**src/rtl/controle_mic_fsm.sv**
```systemverilog
// Microwave controller: keypad time entry, seconds prescaler and cook-time
// down-counter with pause/resume, door interlock, quick-start and done pulse.
module controle_mic_fsm #(
  parameter int TW        = 12,
  parameter int TICK_DIV  = 100,
  parameter int QUICK_SEC = 30
) (
  input  logic          clk,
  input  logic          rst,
  input  logic          key_valid,
  input  logic [3:0]    key_digit,
  input  logic          key_start,
  input  logic          key_cancel,
  input  logic          door_open,
  output logic [1:0]    state,
  output logic [TW-1:0] time_left,
  output logic          show_c,
  output logic          show_k,
  output logic          show_t,
  output logic          spin_m,
  output logic          mag_on,
  output logic          done
);

  localparam int PW = $clog2(TICK_DIV);

  typedef enum logic [1:0] {
    IDLE  = 2'b00,
    ENTRY = 2'b01,
    COOK  = 2'b10,
    PAUSE = 2'b11
  } state_t;

  state_t        state_q, state_d;
  logic [TW-1:0] time_q, time_d;
  logic [PW-1:0] presc_q, presc_d;
  logic          done_q, done_d;

  logic          digit_ok;
  logic          start_ok;
  logic          wrap;
  logic [TW+3:0] acc;
  logic [TW-1:0] acc_sat;

  assign digit_ok = key_valid && (key_digit <= 4'd9);
  assign start_ok = key_start && !door_open;
  assign wrap     = (presc_q == PW'(TICK_DIV - 1));

  // time*10 + d is computed with 4 spare bits so the overflow is visible before clamping
  assign acc     = ({4'b0, time_q} << 3) + ({4'b0, time_q} << 1) + {{TW{1'b0}}, key_digit};
  assign acc_sat = (acc > {4'b0, {TW{1'b1}}}) ? {TW{1'b1}} : acc[TW-1:0];

  always_ff @(posedge clk) begin
    if (rst) begin
      state_q <= IDLE;
      time_q  <= '0;
      presc_q <= '0;
      done_q  <= 1'b0;
    end else begin
      state_q <= state_d;
      time_q  <= time_d;
      presc_q <= presc_d;
      done_q  <= done_d;
    end
  end

  always_comb begin
    state_d = state_q;
    time_d  = time_q;
    presc_d = presc_q;
    done_d  = 1'b0;
    case (state_q)
      IDLE: begin
        presc_d = '0;
        if (key_cancel) begin
          time_d = '0;
        end else if (key_start) begin
          if (!door_open) begin
            state_d = COOK;
            time_d  = TW'(QUICK_SEC);
          end
        end else if (digit_ok) begin
          state_d = ENTRY;
          time_d  = TW'(key_digit);
        end
      end
      ENTRY: begin
        presc_d = '0;
        if (key_cancel) begin
          state_d = IDLE;
          time_d  = '0;
        end else if (key_start) begin
          if (start_ok) state_d = (time_q == '0) ? IDLE : COOK;
        end else if (digit_ok) begin
          time_d = acc_sat;
        end
      end
      COOK: begin
        // a pause edge freezes the partial second, even when it coincides with a wrap
        if (key_cancel || door_open) begin
          state_d = PAUSE;
        end else if (wrap) begin
          presc_d = '0;
          if (time_q <= TW'(1)) begin
            state_d = IDLE;
            time_d  = '0;
            done_d  = 1'b1;
          end else begin
            time_d = time_q - TW'(1);
          end
        end else begin
          presc_d = presc_q + PW'(1);
        end
      end
      PAUSE: begin
        if (key_cancel) begin
          state_d = IDLE;
          time_d  = '0;
          presc_d = '0;
        end else if (start_ok) begin
          state_d = COOK;
        end
      end
      default: state_d = IDLE;
    endcase
  end

  assign state     = state_q;
  assign time_left = time_q;
  assign show_c    = (state_q == IDLE);
  assign show_k    = (state_q == ENTRY);
  assign show_t    = (state_q == COOK) || (state_q == PAUSE);
  assign spin_m    = (state_q == COOK);
  assign mag_on    = (state_q == COOK);
  assign done      = done_q;

endmodule

```
**config.mk**
```make
export PLATFORM = sky130hd
export DESIGN_NAME = controle_mic_fsm
export DESIGN_NICKNAME = d
export VERILOG_FILES = /design/src/rtl/controle_mic_fsm.sv
export SDC_FILE = /design/constraint.sdc
export NUM_CORES = 1
export LEC_CHECK = 0
export CORE_UTILIZATION = 31
export CTS_CLUSTER_SIZE = 30
export DETAILED_ROUTE_END_ITERATION = 6
export GPL_TIMING_DRIVEN = 0
export PLACE_DENSITY = 0.58
export SLEW_MARGIN = 20
export SYNTH_ARGS = -nofsm -noshare
export SYNTH_HDL_FRONTEND = slang
export SYNTH_SLANG_ARGS = --single-unit
```
**constraint.sdc**
```tcl
create_clock -name clk -period 6 [get_ports clk]
set_clock_uncertainty 0.1 [all_clocks]
set_input_delay 0.9 -clock clk [delete_from_list [all_inputs] [get_ports clk]]
set_output_delay 0.9 -clock clk [all_outputs]
set_load 0.02 [all_outputs]
```
* Word-level counts from Yosys, hierarchy flattened
Index checks and enable logic that the tools add are counted.
Storage, ports and cells: bits in registers 22
Cells by class: add/sub/neg operators 4, $lt $le $gt $ge 3, equality and inequality tests 19, multiplexer cells 32, bitwise logic cells 2, reduce and logical (&&, ||, !) cells 12
Operators by type and width (number):
- $mux W12 | 12
- $pmux W12 S4 | 1
- $mux W2 | 13
- $mux W7 | 3
- $pmux W7 S3 | 1
- $add A15 B13 Y16 | 1
- $add A16 B4 Y16 | 1
- $gt A16 B12 Y1 const B | 1
- $le A12 B1 Y1 const B | 1
- $logic_not A12 Y1 | 1
- $ne A3 B3 Y1 const B | 4
- $sub A12 B1 Y12 const B | 1
- $ne A3 B2 Y1 const B | 3
- $pmux W2 S4 | 1
- $reduce_and A8 Y1 | 1
- $add A7 B1 Y7 const B | 1
- $eq A7 B7 Y1 const B | 1
- $reduce_and A7 Y1 | 1
- $ne A2 B2 Y1 const B | 3
- $ne A3 B1 Y1 const B | 2
- $eq A2 B2 Y1 const B | 2
- $le A4 B4 Y1 const B | 1
- $ne A4 B3 Y1 const B | 1
- $ne A4 B4 Y1 const B | 1
- other kinds (11) | 14

* Logic depth before layout (Yosys ltp)
depth after elaboration 8, mapped depth 12, mapped depth without buffers 11

* Worst setup path before layout
OpenSTA, ideal clock, no wires.
path type input -> register, start point input key_digit[3], end point register time_q[10] (netlist: time_left[10]), arrival time 3.346 ns, slack 2.478 ns, cell stages on the path 12, path buffers 1, cell sequence inv_1 fa_1 inv_1 fa_1 a21oi_1 o211ai_1 a2111oi_0 nor4bb_1 nand4_1 clkbuf_1 nor2_1 o22ai_1
Between the ends: word-level cells in the longest chain between the ends 7, elaborated cells between the ends (all ways) 12, classes of those cells add/sub (1); order compare (2); eq/ne (2); mux (5); reduce/logical (2)
RTL lines:
- start, declared | RTL line 11 | input logic [3:0] key_digit,
- $add A16 B4 Y16 | RTL line 50 | assign acc = ({4'b0, time_q} << 3) + ({4'b0, time_q} << 1) + {{TW{1'b0}}, key_digit};
- $gt A16 B12 Y1 | RTL line 51 | assign acc_sat = (acc > {4'b0, {TW{1'b1}}}) ? {TW{1'b1}} : acc[TW-1:0];
- $mux W12 | RTL line 51
- $mux W12 | RTL line 94 | end else if (digit_ok) begin
- $mux W12 | RTL line 92 | end else if (key_start) begin
- $mux W12 | RTL line 89 | if (key_cancel) begin
- $pmux W12 S4 | RTL line 72 | case (state_q)
- end signal, assigned | RTL line 61 | time_q <= time_d;
- end, declared | RTL line 35 | logic [TW-1:0] time_q, time_d;
Several ways; a longest one is shown, not always the timed one. The select of a mux whose other input is x is not followed. A chain may end at the register's enable or synchronous reset.

* Worst setup path in the final report
Same ends and word-level chain as after synthesis.

==> run metrics <==
status finished, final reports clean; via/cell ratio 5.34; Setup TNS Final 0 ns; area growth from synthesis to layout 19.6%; leakage power 1.12 nW; cell family with most CP delay buffers and inverters; clock buffer depth 2; Synth Flop Type dfxtp_1; Final period util 0.727; worst slew pin tran 0.704 ns; Sink Count 22; TritonRoute pass-1 iters 4; Gate Count Post-Synth 297; drt wl/cell 13.8 microns; RD Place Congestion 0.879; Die Y-Extent 87.2 microns; Post-Route WL 5840 microns; Final ANT Viol Nets 0; setup bufs post-CTS 0; total power divided by cell area 320 nW/um^2; Cell Rows 30; mapped cell area 2250 sq um; max-cap viol count 0; CTS clock-pin slew for the worst setup and hold paths 0.08 ns; Critical-path top delay cell fa_1; ant diodes 0; die area 7600 sq um; fin. max-slew vios 0; initial core utilization 0.326; CTS Buf Count 3; Worst Path Required 6.09 ns; Max VDD drop 0.171 mV; Tot GR Track Use 0.163; largest fanout on the critical path 10; Yosys cell types 55; RSZ-0062 raised after global routing false; Nets 368; critical path capture point type flop; reg-to-reg setup timing slack 2.28 ns; Reg2Reg Depth 12; post-layout min period 4.36 ns; Die X 87.2 microns; worst endpoint data arrival time 4.45 ns; slew margin rel. 0.527; syn_nets 335; Final Hold Fails 0; Max stage delay on crit path 0.53 ns; first-pass GRT wire length 9940 microns; vias post-DR 2,265; Setup crit start kind input pin; CP Buf/Inv Count 4; DR iter-0 viols 122; Worst-Skew Late Latency 0.26 ns; share of cells above drive strength 1 0.0457; hold buffers post-CTS 0; Synth Register Bits 22; crit path cell chain clkdlybuf4s50_1, inv_1, fa_1, inv_1, fa_1, a21oi_1, o211ai_1, a2111oi_0, nor4bb_1, nand4_1, clkbuf_1, nor2_1, o22ai_1; total power 0.860 mW; Max Freq 0.229 GHz; io pins 30; Final setup viols 0; worst hold-check path type flop to flop; Critical Path Stages 13; DRC viols 0; placed cells 421; hold depth 2; sequential area share after synthesis 0.196; post_cts resized 0; post-DP HPWL 4520 microns; Post-synth ARST share 0; Clock Tree Root clkbuf_8; count of flip-flops with a built-in enable after synthesis 0; number of global-route vias before repair 2,114; largest net degree at the start of global routing 12; Worst Path Class, Setup input pin to flop; initial antenna violation count 0; Port Buffers 28; Syn Area/Cell 7.57 sq um; CTS H-tree lvls 1; Ys Warns 0; fin cells 424; CTS tree yes; remaining global-route overflow 0; fillers 764; Core ar. 6910 sq um
power by group:
group | internal (mW) | switching [mW] | leakage [nW]
Combinational | 0.236 | 0.330 | 0.918
Clock | 0.0448 | 0.0489 | 0.0216
Sequential | 0.165 | 0.0352 | 0.179
registers in the layout (all words and copies together) (netlist names):
name / count
done: 1
presc_q: 7
time_left: 12
state: 2
per-stage QoR:
stage	cell area, sq um	utilization	hold slack (ns)	setup slack (ns)
finish	2690	0.389	0.371	1.64
detailed placement	2650	0.384	0.361	1.43
floorplan	2250	-	0.335	2.48
global placement	2650	0.384	0.353	1.39
global route	2690	0.389	0.384	1.38
CTS	2690	0.389	0.373	1.69
synthesized netlist by cell type, types with 3 or more instances:
library cell / number / area share
ha_1: 26 / 0.14
inv_1: 10 / 0.017
clkbuf_1: 13 / 0.022
dfxtp_1: 22 / 0.20
a21o_1: 6 / 0.020
nor2b_1: 7 / 0.019
nand4_1: 3 / 0.0083
nor3_1: 14 / 0.031
nand3_1: 5 / 0.011
nand2_1: 18 / 0.030
and3_1: 4 / 0.011
or3_1: 3 / 0.0083
nand2b_1: 6 / 0.017
a21oi_1: 18 / 0.040
o21ai_0: 23 / 0.051
xor2_1: 6 / 0.023
o22ai_1: 10 / 0.028
a21boi_0: 3 / 0.010
xnor2_1: 7 / 0.027
nand3b_1: 4 / 0.013
a22oi_1: 4 / 0.013
a211oi_1: 4 / 0.013
nor2_1: 36 / 0.060
a32oi_1: 3 / 0.012
placed cells by master (no fill, tap or decap), types with 5 or more instances in the layout:
cell type / netlist / final
nor2b_1: 7 / 7
clkbuf_1: 13 / 13
nand3_1: 5 / 5
nor3_1: 14 / 14
nand2b_1: 6 / 6
dfxtp_1: 22 / 22
a21oi_1: 18 / 18
xnor2_1: 7 / 7
nor2_1: 36 / 36
o22ai_1: 10 / 10
o21ai_0: 23 / 23
inv_1: 10 / 10
ha_1: 26 / 26
clkdlybuf4s50_1: 0 / 28
a21o_1: 6 / 6
nand2_1: 18 / 18
xor2_1: 6 / 6
logic make-up after synthesis:
logic type	count (synthesis)	synth area share
buffers and inverters	26	0.0462
AND/OR/NAND/NOR	114	0.266
adder cells (fa/ha/maj)	28	0.162
multiplexers	3	0.0139
AO/OA/AOI/OAI	91	0.265
XOR/XNOR	13	0.0506
flip-flops	22	0.196
worst paths after layout:
path,end,from
setup / recovery,time_left[10],key_digit[3]
hold / removal,presc_q[6],presc_q[6]
setup reg to reg,time_left[10],time_left[0]
hold reg to reg,presc_q[6],presc_q[6]
worst reg2reg max path, delay by kind of cell, from the launching register on:
| family | cells | cell delay (ns) |
|---|---|---|
| AOI/OAI and AO/OA | 4 | 1.05 |
| adders and majority gates | 2 | 0.97 |
| buffers and inverters | 3 | 0.63 |
| DFF | 1 | 0.46 |
| and+or+nand+nor | 3 | 0.43 |
per-layer routing:
layer / routed length [microns] / global-route usage / vias up
met5: 0 / 0 / -
met2: 2630 / 0.274 / 33
met4: 48 / 0.0313 / 0
met3: 147 / 0.0218 / 6
met1: 3010 / 0.223 / 1054
li1: - / - / 1172
layout make-up:
cell class	count	area, sq um	share of cell area
Sequential cell	22	440	0.164
Multi-Input combinational cell	249	1700	0.633
Clock buffer	3	41.3	0.0153
Timing Repair Buffer	28	280	0.104
Buffer	16	66.3	0.0247
Inverter	10	37.5	0.0140
Tap cell	96	120	0.0447
No activity file was read; power rests on OpenSTA's default activity.
